--- config.mk ---
export PLATFORM = sky130hd
export DESIGN_NAME = inst_fetch_queue_flat
export DESIGN_NICKNAME = d
export VERILOG_FILES = /design/src/rtl/inst_fetch_queue_pkg.sv /design/src/rtl/inst_fetch_queue_if.sv /design/src/rtl/inst_fetch_queue_mem.sv /design/src/rtl/inst_fetch_queue.sv /design/src/flat_wrapper.sv
export SDC_FILE = /design/constraint.sdc
export NUM_CORES = 1
export LEC_CHECK = 0
export CORE_ASPECT_RATIO = 0.7
export CORE_MARGIN = 2
export CORE_UTILIZATION = 49
export CTS_CLUSTER_DIAMETER = 80
export CTS_CLUSTER_SIZE = 30
export DETAILED_ROUTE_END_ITERATION = 10
export PLACE_DENSITY = 0.74
export SLEW_MARGIN = 20
export SYNTH_ARGS = -nofsm -noshare
export SYNTH_HDL_FRONTEND = slang
export SYNTH_HIERARCHICAL = 1
export SYNTH_SLANG_ARGS = --single-unit
--- constraint.sdc ---
create_clock -name clk -period 9.2 [get_ports clk]
set_input_delay 1.38 -clock clk [delete_from_list [all_inputs] [get_ports clk]]
set_output_delay 1.38 -clock clk [all_outputs]
set_load 0.005 [all_outputs]
--- src/rtl/inst_fetch_queue_pkg.sv ---
// fetch_pkg: types and constants shared by fetch, the fetch queue and instruction_decompose.
package fetch_pkg;

    localparam int XLEN = 32;
    localparam logic [XLEN-1:0] NOP_INST = 32'h0000_0013;

    typedef struct packed {
        logic [XLEN-1:0] pc;
        logic [XLEN-1:0] inst;
    } fetch_entry_t;

endpackage

--- src/rtl/inst_fetch_queue_if.sv ---
// inst_fetch_queue_if: fetch-side push, decode-side pop, flush and occupancy of the fetch queue.
interface inst_fetch_queue_if
    import fetch_pkg::*;
#(
    parameter int DEPTH = 8
);

    logic                   flush;
    logic                   in_valid;
    logic                   in_ready;
    logic [XLEN-1:0]        in_pc;
    logic [XLEN-1:0]        in_inst;
    logic                   out_valid;
    logic                   out_ready;
    logic [XLEN-1:0]        out_pc;
    logic [XLEN-1:0]        out_inst;
    logic [$clog2(DEPTH):0] count;

    modport master (
        output flush, in_valid, in_pc, in_inst, out_ready,
        input  in_ready, out_valid, out_pc, out_inst, count
    );

    modport slave (
        input  flush, in_valid, in_pc, in_inst, out_ready,
        output in_ready, out_valid, out_pc, out_inst, count
    );

endinterface

--- src/rtl/inst_fetch_queue_mem.sv ---
// fetch_queue_mem: DEPTH x fetch_entry_t register array, one write port, asynchronous read.
module fetch_queue_mem
    import fetch_pkg::*;
#(
    parameter int DEPTH = 8,
    localparam int AW = $clog2(DEPTH)
) (
    input  logic         clk,
    input  logic         i_we,
    input  logic [AW-1:0] i_waddr,
    input  fetch_entry_t i_wdata,
    input  logic [AW-1:0] i_raddr,
    output fetch_entry_t o_rdata
);

    fetch_entry_t r_mem [DEPTH];

    always_ff @(posedge clk) begin
        if (i_we) r_mem[i_waddr] <= i_wdata;
    end

    assign o_rdata = r_mem[i_raddr];

endmodule

--- src/rtl/inst_fetch_queue.sv ---
// inst_fetch_queue: elastic {pc, inst} FIFO between fetch and decode with single-cycle flush.
// Define FETCH_Q_BYPASS_EN for a combinational empty-queue bypass from in_* to out_*.
module inst_fetch_queue
    import fetch_pkg::*;
#(
    parameter int DEPTH = 8
) (
    input  logic               clk,
    input  logic               rst_n,
    inst_fetch_queue_if.slave  bus
);

    localparam int AW = $clog2(DEPTH);
    localparam int CW = AW + 1;

    logic [AW-1:0] r_wr_ptr;
    logic [AW-1:0] r_rd_ptr;
    logic [CW-1:0] r_count;
    logic          w_empty;
    logic          w_full;
    logic          w_bypass;
    logic          w_push;
    logic          w_pop;
    fetch_entry_t  w_wdata;
    fetch_entry_t  w_rdata;

    assign w_empty = (r_count == '0);
    assign w_full  = (r_count == CW'(DEPTH));

`ifdef FETCH_Q_BYPASS_EN
    assign w_bypass = w_empty && bus.in_valid && !bus.flush;
`else
    assign w_bypass = 1'b0;
`endif

    // A bypassed entry taken by decode in the same cycle never enters storage.
    assign w_push  = bus.in_valid && !w_full && !(w_bypass && bus.out_ready);
    assign w_pop   = !w_empty && bus.out_ready;
    assign w_wdata = '{pc: bus.in_pc, inst: bus.in_inst};

    fetch_queue_mem #(.DEPTH(DEPTH)) u_mem (
        .clk     (clk),
        .i_we    (w_push && rst_n && !bus.flush),
        .i_waddr (r_wr_ptr),
        .i_wdata (w_wdata),
        .i_raddr (r_rd_ptr),
        .o_rdata (w_rdata)
    );

    always_ff @(posedge clk) begin
        if (!rst_n || bus.flush) begin
            r_wr_ptr <= '0;
            r_rd_ptr <= '0;
            r_count  <= '0;
        end else begin
            if (w_push) r_wr_ptr <= r_wr_ptr + AW'(1);
            if (w_pop)  r_rd_ptr <= r_rd_ptr + AW'(1);
            r_count <= r_count + CW'(w_push) - CW'(w_pop);
        end
    end

    assign bus.in_ready  = !w_full;
    assign bus.out_valid = !w_empty || w_bypass;
    assign bus.out_pc    = w_bypass ? bus.in_pc   : (w_empty ? '0       : w_rdata.pc);
    assign bus.out_inst  = w_bypass ? bus.in_inst : (w_empty ? NOP_INST : w_rdata.inst);
    assign bus.count     = r_count;

    always_ff @(posedge clk) begin
        if (rst_n) begin
            assert (r_count <= CW'(DEPTH));
            assert (!(w_pop && w_empty));
        end
    end

endmodule
--- src/flat_wrapper.sv ---
// flat-port wrapper written by rule: the top's interface ports become plain ports
module inst_fetch_queue_flat import fetch_pkg::*;
#(
    parameter int DEPTH = 8
)
  (clk, rst_n, bus_flush, bus_in_valid, bus_in_pc, bus_in_inst, bus_out_ready, bus_in_ready, bus_out_valid, bus_out_pc, bus_out_inst, bus_count);
  inst_fetch_queue_if #(.DEPTH(DEPTH)) bus_i ();
  input  logic clk;
  input  logic rst_n;
  input wire logic [$bits(bus_i.flush)-1:0] bus_flush;
  input wire logic [$bits(bus_i.in_valid)-1:0] bus_in_valid;
  input wire logic [$bits(bus_i.in_pc)-1:0] bus_in_pc;
  input wire logic [$bits(bus_i.in_inst)-1:0] bus_in_inst;
  input wire logic [$bits(bus_i.out_ready)-1:0] bus_out_ready;
  output wire logic [$bits(bus_i.in_ready)-1:0] bus_in_ready;
  output wire logic [$bits(bus_i.out_valid)-1:0] bus_out_valid;
  output wire logic [$bits(bus_i.out_pc)-1:0] bus_out_pc;
  output wire logic [$bits(bus_i.out_inst)-1:0] bus_out_inst;
  output wire logic [$bits(bus_i.count)-1:0] bus_count;
  assign bus_i.flush = bus_flush;
  assign bus_i.in_valid = bus_in_valid;
  assign bus_i.in_pc = bus_in_pc;
  assign bus_i.in_inst = bus_in_inst;
  assign bus_i.out_ready = bus_out_ready;
  assign bus_in_ready = bus_i.in_ready;
  assign bus_out_valid = bus_i.out_valid;
  assign bus_out_pc = bus_i.out_pc;
  assign bus_out_inst = bus_i.out_inst;
  assign bus_count = bus_i.count;
  inst_fetch_queue #(.DEPTH(DEPTH)) u_core (.clk(clk), .rst_n(rst_n), .bus(bus_i));
endmodule
== Word level (Yosys, flattened, before mapping) ==
Memory sizes are Yosys's and may differ from the RTL's. A register that Yosys moved wholly into a read port is not among the register bits.
Index checks and enable logic that the tools add are counted.
Cells by class
  reduce and logical (&&, ||, !) cells: 10
  equal/unequal tests: 1
  add/subtract/negate cells: 4
  multiplexer cells: 6
Operator list (number)
  two-way mux 32 bit: 2
  adder 3 x 1 -> 3 bit (second input constant): 2
  two-way mux 3 bit: 2
  adder 4 x 1 -> 4 bit: 1
  == test 4 bit (second input constant): 1
  logical AND 1 bit: 4
  zero test 1 bit: 4
  zero test 4 bit: 1
  subtractor 4 x 1 -> 4 bit: 1
  two-way mux 1 bit: 2
  logical OR 1 bit: 1
Word-level totals
  memories: 1
  input port bits: 69
  bits in registers: 10
  output and inout port bits: 70
  RAM bits: 512
  logic and storage cells: 25
Memories
  u_core.u_mem.r_mem: words 8, width 64, rd ports 1, clocked after Yosys merged registers in 1, wr ports 1, RTL line inst_fetch_queue_mem.sv:16  | fetch_entry_t r_mem [DEPTH];

== Logic depth before layout (Yosys ltp) ==
Gate-level depths: netlist of the first run.
  depth in word-level cells: 7
  mapped depth: 12
  mapped depth without buffers: 12

== Modules after synthesis ==
Netlist of the first run, hierarchy kept.
Modules (own cells, without submodules)
  fetch_queue_mem: times used 1, cells an instance 752, seq. area each 15374.7 um2, area each 19266.0 um2
  inst_fetch_queue: times used 1, cells an instance 137, seq. area each 200.2 um2, area each 1033.5 um2

== Least setup slack after synthesis of the first run ==
Ideal clock, no wire load.
  path kind: input to register
  start point: input port bus_flush
  end point: memory u_core/u_mem/r_mem[0][0] in the netlist's numbering (enable)
  buffers on the path: 1
  arrival time: 6.266 ns
  stages on the path: 5
  data required time: 8.635 ns
  setup slack: 2.369 ns
  library setup time: 0.565 ns
  path through: nand2b_1 -> clkbuf_1 -> nor2_1 -> nand2b_1 -> nor3_1
Between the ends
  cells in the longest elaborated chain, start to end: 4
Ends and longest elaborated chain
  from (decl): RTL line flat_wrapper.sv:10  | input wire logic [$bits(bus_i.flush)-1:0] bus_flush;
  zero test 1 bit: RTL line inst_fetch_queue.sv:43  | .i_we (w_push && rst_n && !bus.flush),
  logical AND 1 bit: RTL line inst_fetch_queue.sv:43
  two-way mux 1 bit: RTL line inst_fetch_queue_mem.sv:19  | if (i_we) r_mem[i_waddr] <= i_wdata;
  two-way mux 1 bit (implied by the code): RTL line inst_fetch_queue_mem.sv:19
  to (decl): RTL line inst_fetch_queue_mem.sv:16
Every way passes these cells.

==> impl_metrics.env, run 1 <==
export IMPL_period_needed_ns=4.67
export IMPL_wl_um=38300
export IMPL_root_buffer="clkbuf_16"
export IMPL_fin_crit_sh=0.508
export IMPL_finalCoreUtilization=0.558
export IMPL_slew_violations=0
export IMPL_dp_final_hpwl_um=20800
export IMPL_yosysSeqAreaShare=0.767
export IMPL_ys_async_sr_fraction=0
export IMPL_netlist_area_mm2=0.0203
export IMPL_grt_antenna_before_repair=1
export IMPL_yosys_top_cells_area="edfxtp_1 76%, mux4_2 14%, mux2_2 3.6%"
export IMPL_core_mm2=0.0410
export IMPL_final_hold_viol_count=0
export IMPL_routedWlPerCell_um=24.3
export IMPL_final_setup_worst_slack_ns=4.53
export IMPL_worstReg2RegStart="u_core/bus.count[2]"
export IMPL_synth_top_family_by_area="multiplexers"
export IMPL_critPathTopFamily="buffers and inverters"
export IMPL_insertion_delay_ns=0.56
export IMPL_syn2layout_area_growth_pct=12.6
export IMPL_die_h_um=174
export IMPL_fin_nets=1101
export IMPL_tns_ns=0
export IMPL_ant_nets=0
export IMPL_p_per_area_mw_per_mm2=183
export IMPL_worstReg2RegEnd="u_core/u_mem/r_mem[7][10]"
export IMPL_syn_instance_count=889
export IMPL_sw_frac_of_total=0.208
export IMPL_worstPathMaxFanout=51
export IMPL_via_per_inst=5.67
export IMPL_p_comb_frac=0.111
export IMPL_yosys_top_cells_count="512 x edfxtp_1, 128 x mux4_2, 64 x mux2_2"
export IMPL_holdPathEnd="u_core/r_wr_ptr[2]"
export IMPL_cts_repair_resized=0
export IMPL_dieArea_mm2=0.0431
export IMPL_grt_pass1_vias=9402
export IMPL_synth_edff_count=512
export IMPL_r2r_slack_ns=6.09
export IMPL_fill_cells=3036
export IMPL_critPathSlowestCell="buf_4"
export IMPL_worst_pin_slew_ns=0.993
export IMPL_synth_xor_area_frac=0.000431
export IMPL_p_sw_uw=874
export IMPL_synth_nets=967
export IMPL_start_util=0.496
export IMPL_cp_data_required_time_ns=7.82
export IMPL_clockBufferDepth=3
export IMPL_worstHoldStart="u_core/r_wr_ptr[2]"
export IMPL_cp_start_kind="flip-flop"
export IMPL_status="complete, no violations"
export IMPL_crit_path_end_kind="output pin"
export IMPL_dr_pass1_iters=5
export IMPL_cpPeakStageDelay_ns=0.69
export IMPL_io_buffers=138
export IMPL_p_leak_nw=6.81
export IMPL_rsz0062_at_grt="false"
export IMPL_grt_pass1_wl_um=57600
export IMPL_skew_ns=0.0202
export IMPL_synth_simple_area_share=0.0284
export IMPL_ys_seq_elements=522
export IMPL_critPathBufInv=2
export IMPL_die_x_um=247
export IMPL_seqPwrFrac=0.628
export IMPL_ys_warn_count=6
export IMPL_drt_iter0_markers=593
export IMPL_htreeDepth=1
export IMPL_hold_path_class="reg2reg"
export IMPL_pwr_share_clk=0.260
export IMPL_fmax_mhz=214
export IMPL_rows=62
export IMPL_grt_use_total=0.179
export IMPL_io_pins=139
export IMPL_cts_setup_buffers=0
export IMPL_yosysTopAreaCellShare=0.757
export IMPL_postSynthAreaPerCell_um2=22.8
export IMPL_intPower_mw=3.32
export IMPL_synthAdderAreaFrac=0.00592
export IMPL_holdPathStages=2
export IMPL_setup_viol=0
export IMPL_rr_worst_depth=9
export IMPL_yosysTopAreaCell="edfxtp_1"
export IMPL_yosys_most_used_dff="edfxtp_1"
export IMPL_maxCapViolations=0
export IMPL_synth_compound_gate_area_share=0.00357
export IMPL_synth_cell_types=28
export IMPL_via_count=8928
export IMPL_drive_gt1_frac=0.236
export IMPL_tritoncts="yes"
export IMPL_cts_hold_buffers=0
export IMPL_cts_buffers=21
export IMPL_vdd_drop_max_uv=136
export IMPL_synthMuxAreaShare=0.178
export IMPL_clkSlewWorstSetupHoldPaths_ns=0.11
export IMPL_gp_congestion=0.690
export IMPL_path_cells="buf_4 -> mux4_2 -> mux2_2 -> nand2b_1 -> clkdlybuf4s50_1"
export IMPL_dp_slack_ns=4.48
export IMPL_cts_sinks=522
export IMPL_drc=0
export IMPL_grt_max_degree=81
export IMPL_relSlewSlack=0.338
export IMPL_critPathArrivalTime_ns=3.29
export IMPL_gr_total_overflow=0
export IMPL_critical_path_class="reg2out"
export IMPL_synth_most_common_cell="edfxtp_1"
[per-layer routing]
| layer | global-route usage | share of wire | vias to the layer above |
|---|---|---|---|
| li1 | - | - | 3905 |
| met1 | 0.260 | 0.45 | 4781 |
| met2 | 0.298 | 0.50 | 209 |
| met3 | 0.0241 | 0.042 | 33 |
| met4 | 0.0287 | 0.016 | 0 |
| met5 | 0 | 0 | - |
[cells by family (layout without fill, tap and decap cells)]
logic type                 Yosys count  in the layout
AOI/OAI and AO/OA                   14             14
other                                0              1
buffers and inverters               53            193
adders and majority gates            9              9
DFF                                522            522
xor gates and xnor gates             1              1
and+or+nand+nor                     97             97
muxes                              193            193
[worst min-delay path, cell delays in order, from the launching register on]
cell     delay (ns)
dfxtp_1        0.34
o21ai_0        0.07
a21oi_1        0.06
[through the flow]
step	power [mW]	instance area, µm²	hold WS [ns]	instances
after floorplan	2.93	20300	0.466	889
after CTS	4.24	22800	0.512	1572
final	4.19	22900	0.508	1574
after global placement	3.16	22300	0.481	1543
after global routing	4.35	22900	0.542	1574
after detailed placement	3.17	22300	0.496	1543
[state kept, by name (all words and copies together), names as in the netlist]
name and count:
u_core/bus.count 4, u_core/u_mem/r_mem 512, u_core/r_rd_ptr 3, u_core/r_wr_ptr 3
[how the worst max path moves through the flow]
stage                             from                  endpoint  slack [ns]  cells past startpoint
floorplan                    bus_flush  u_core/u_mem/r_mem[0][0]        2.37                      5
global placement    u_core/r_rd_ptr[0]           bus_out_inst[1]        4.49                      5
detailed placement  u_core/r_rd_ptr[0]           bus_out_inst[1]        4.48                      5
CTS                 u_core/r_rd_ptr[0]           bus_out_inst[1]        3.85                      5
global route        u_core/r_rd_ptr[0]           bus_out_inst[1]        4.34                      5
finish              u_core/r_rd_ptr[2]           bus_out_inst[1]        4.53                      5
[final cells by class]
cell class	instances	area (µm²)	area share
repair buffers	154	1540	0.0673
inverters	10	37.5	0.00164
multi-input cells	314	4450	0.194
flip-flops and latches	522	15600	0.682
diodes	1	2.50	0.000109
well taps	544	681	0.0298
clock buffers	28	552	0.0241
clock inverters	1	20.0	0.000876
[power by group through the flow]
| stage | registers [mW] | clock network [mW] | logic (mW) |
|---|---|---|---|
| floorplan | 2.69 | 0 | 0.237 |
| global placement | 2.70 | 0 | 0.459 |
| detailed placement | 2.70 | 0 | 0.468 |
| finish | 2.64 | 1.09 | 0.466 |
| global route | 2.64 | 1.20 | 0.510 |
| CTS | 2.64 | 1.13 | 0.471 |
[cells in the final DEF (no fill, tap or decap), drive strengths merged, types with 2 or more instances in the layout]
master,Yosys,layout
a21oi,7,7
and2,62,62
dfxtp,10,10
nor2,10,10
edfxtp,512,512
or3,4,4
nor3b,2,2
inv,10,11
nand2b,8,8
clkdlybuf4s50,0,138
buf,31,16
nand3,2,2
mux4,128,128
clkbuf,12,28
o21ai,6,6
nor3,2,2
nand2,6,6
mux2,64,64
ha,8,8
(Power assumes the default switching activity.)
==> inputs of run 2 (changes only) <==
--- a/config.mk
+++ b/config.mk
@@ -11,7 +11,7 @@
 export CTS_CLUSTER_DIAMETER = 80
 export CTS_CLUSTER_SIZE = 30
 export DETAILED_ROUTE_END_ITERATION = 10
-export PLACE_DENSITY = 0.74
+export PLACE_DENSITY = 0.77
 export SLEW_MARGIN = 20
 export SYNTH_ARGS = -nofsm -noshare
 export SYNTH_HDL_FRONTEND = slang
==> constraint.sdc (replaced) <==
create_clock -name clk -period 3.7 [get_ports clk]
set_input_delay 0.555 -clock clk [delete_from_list [all_inputs] [get_ports clk]]
set_output_delay 0.555 -clock clk [all_outputs]
set_load 0.005 [all_outputs]
==> impl_metrics.env, run 2 (synthesized netlist as in run 1, its figures left out) <==
export IMPL_maxCapViolations=0
export IMPL_grt_use_total=0.184
export IMPL_dieArea_mm2=0.0431
export IMPL_worst_pin_slew_ns=0.773
export IMPL_fmax_mhz=283
export IMPL_worstReg2RegStart="u_core/bus.count[2]"
export IMPL_largest_reg_flops=512
export IMPL_grt_pass1_vias=9515
export IMPL_grt_antenna_before_repair=4
export IMPL_placed_area_mm2=0.0226
export IMPL_vdd_drop_max_uv=369
export IMPL_layout_common_cells="512 x edfxtp_1, 138 x clkdlybuf4s50_1, 128 x mux4_2"
export IMPL_insertion_delay_ns=0.55
export IMPL_rows=62
export IMPL_crit_path_end_kind="output pin"
export IMPL_skew_ns=0.0162
export IMPL_ant_nets=0
export IMPL_critPathArrivalTime_ns=2.98
export IMPL_design_area_mm2=0.0232
export IMPL_drive_gt1_frac=0.245
export IMPL_layout_cells_most_common="edfxtp_1"
export IMPL_gr_total_overflow=0
export IMPL_status="complete, no violations"
export IMPL_die_x_um=247
export IMPL_worstHoldStart="u_core/r_wr_ptr[2]"
export IMPL_critical_path_class="reg2out"
export IMPL_placed_cells=1556
export IMPL_io_pins=139
export IMPL_clockBufferDepth=3
export IMPL_tritoncts="yes"
export IMPL_routedWlPerCell_um=24.8
export IMPL_drc=0
export IMPL_rr_worst_depth=9
export IMPL_stdcell_count=1588
export IMPL_setup_viol=0
export IMPL_r2r_slack_ns=1.01
export IMPL_multi_input_area_mm2=0.00446
export IMPL_fill_cells=2978
export IMPL_gp_congestion=0.726
export IMPL_cts_buffers=21
export IMPL_dp_final_hpwl_um=21900
export IMPL_slew_violations=0
export IMPL_path_cells="buf_12 -> mux4_2 -> mux2_2 -> and2_1 -> clkdlybuf4s50_1"
export IMPL_grt_max_degree=65
export IMPL_power_total_mw=10.5
export IMPL_dr_pass1_iters=5
export IMPL_hold_ws_ns=0.517
export IMPL_htreeDepth=1
export IMPL_cts_setup_buffers=0
export IMPL_fin_crit_sh=0.956
export IMPL_wl_um=39300
export IMPL_rsz0062_at_grt="false"
export IMPL_worstPathMaxFanout=40
export IMPL_root_buffer="clkbuf_16"
export IMPL_start_util=0.496
export IMPL_syn2layout_area_growth_pct=14.1
export IMPL_grt_pass1_wl_um=59100
export IMPL_cts_sinks=522
export IMPL_clkSlewWorstSetupHoldPaths_ns=0.11
export IMPL_p_leak_nw=6.92
export IMPL_seqCellArea_mm2=0.0156
export IMPL_drt_iter0_markers=781
export IMPL_critPathSlowestCell="dfxtp_4"
export IMPL_via_per_inst=5.71
export IMPL_via_count=9073
export IMPL_cp_start_kind="flip-flop"
export IMPL_finalCoreUtilization=0.566
export IMPL_cpPeakStageDelay_ns=0.60
export IMPL_p_per_area_mw_per_mm2=455
export IMPL_fin_nets=1113
export IMPL_hold_path_class="reg2reg"
export IMPL_holdPathStages=2
export IMPL_cp_data_required_time_ns=3.14
export IMPL_core_mm2=0.0410
export IMPL_die_h_um=174
export IMPL_regMostFlops="u_core/u_mem/r_mem"
export IMPL_crit_path_start="u_core/r_rd_ptr[0]"
export IMPL_cts_hold_buffers=0
export IMPL_worstReg2RegEnd="u_core/u_mem/r_mem[0][43]"
export IMPL_final_hold_viol_count=0
export IMPL_cts_repair_resized=0
export IMPL_relSlewSlack=0.483
export IMPL_period_needed_ns=3.54
export IMPL_io_buffers=138
export IMPL_holdPathEnd="u_core/r_wr_ptr[2]"
## run 2: cell count changes in the layout (fill, tap and decap cells not counted)
cell	delta
nor3_4	+2
bufinv_16	+1
clkinv_8	+1
buf_16	-1
buf_6	-1
nor3_2	-2
inv_16	-1
clkbuf_1	+1
buf_4	-2
buf_12	+16
## run 2: worst max-delay path, delay by kind of cell, from the launching register on
kind          cells  cell delay [ns]
buf+inv           2             0.81
flops             1             0.60
simple gates      1             0.16
mux               2             0.83
## run 2: final cells by class
type,instances,share of cell area
diodes,1,0.000108
clock inverters,2,0.00200
inverters,10,0.00162
clock buffers,29,0.0240
repair buffers,166,0.0779
flip-flops and latches,522,0.673
well taps,544,0.0294
multi-input cells,314,0.192
## run 2: worst max path at each step
stage,endpoint,slack [ns],cells past startpoint
detailed placement,u_core/u_mem/r_mem[0][41],0.68,6
CTS,bus_out_pc[16],0.08,5
global placement,u_core/u_mem/r_mem[0][37],0.72,6
finish,bus_out_pc[16],0.16,5
global route,bus_out_inst[17],0.01,5
floorplan,u_core/u_mem/r_mem[1][0],-0.66,8
## run 2: metal layers
layer  GRT usage  up-vias  routed length [µm]  share of wire
met5           0        -                  25        0.00064
met2       0.313      237               19900           0.51
met1       0.258     4861               16700           0.42
li1            -     3934                   -              -
met4      0.0262        4                 516          0.013
met3      0.0337       37                2180          0.055
## run 2: power by group
part	internal [mW]	switching, mW
logic	0.686	0.527
registers	6.53	0.0280
clock network	1.14	1.64
total	8.36	2.19
## run 2: stage by stage
| step | worst slack (ns) | setup TNS, ns |
|---|---|---|
| after detailed placement | 0.675 | 0 |
| after global routing | 0.0137 | 0 |
| after CTS | 0.0840 | 0 |
| after global placement | 0.716 | 0 |
| after floorplan | -0.663 | -305.83 |
| final | 0.163 | 0 |
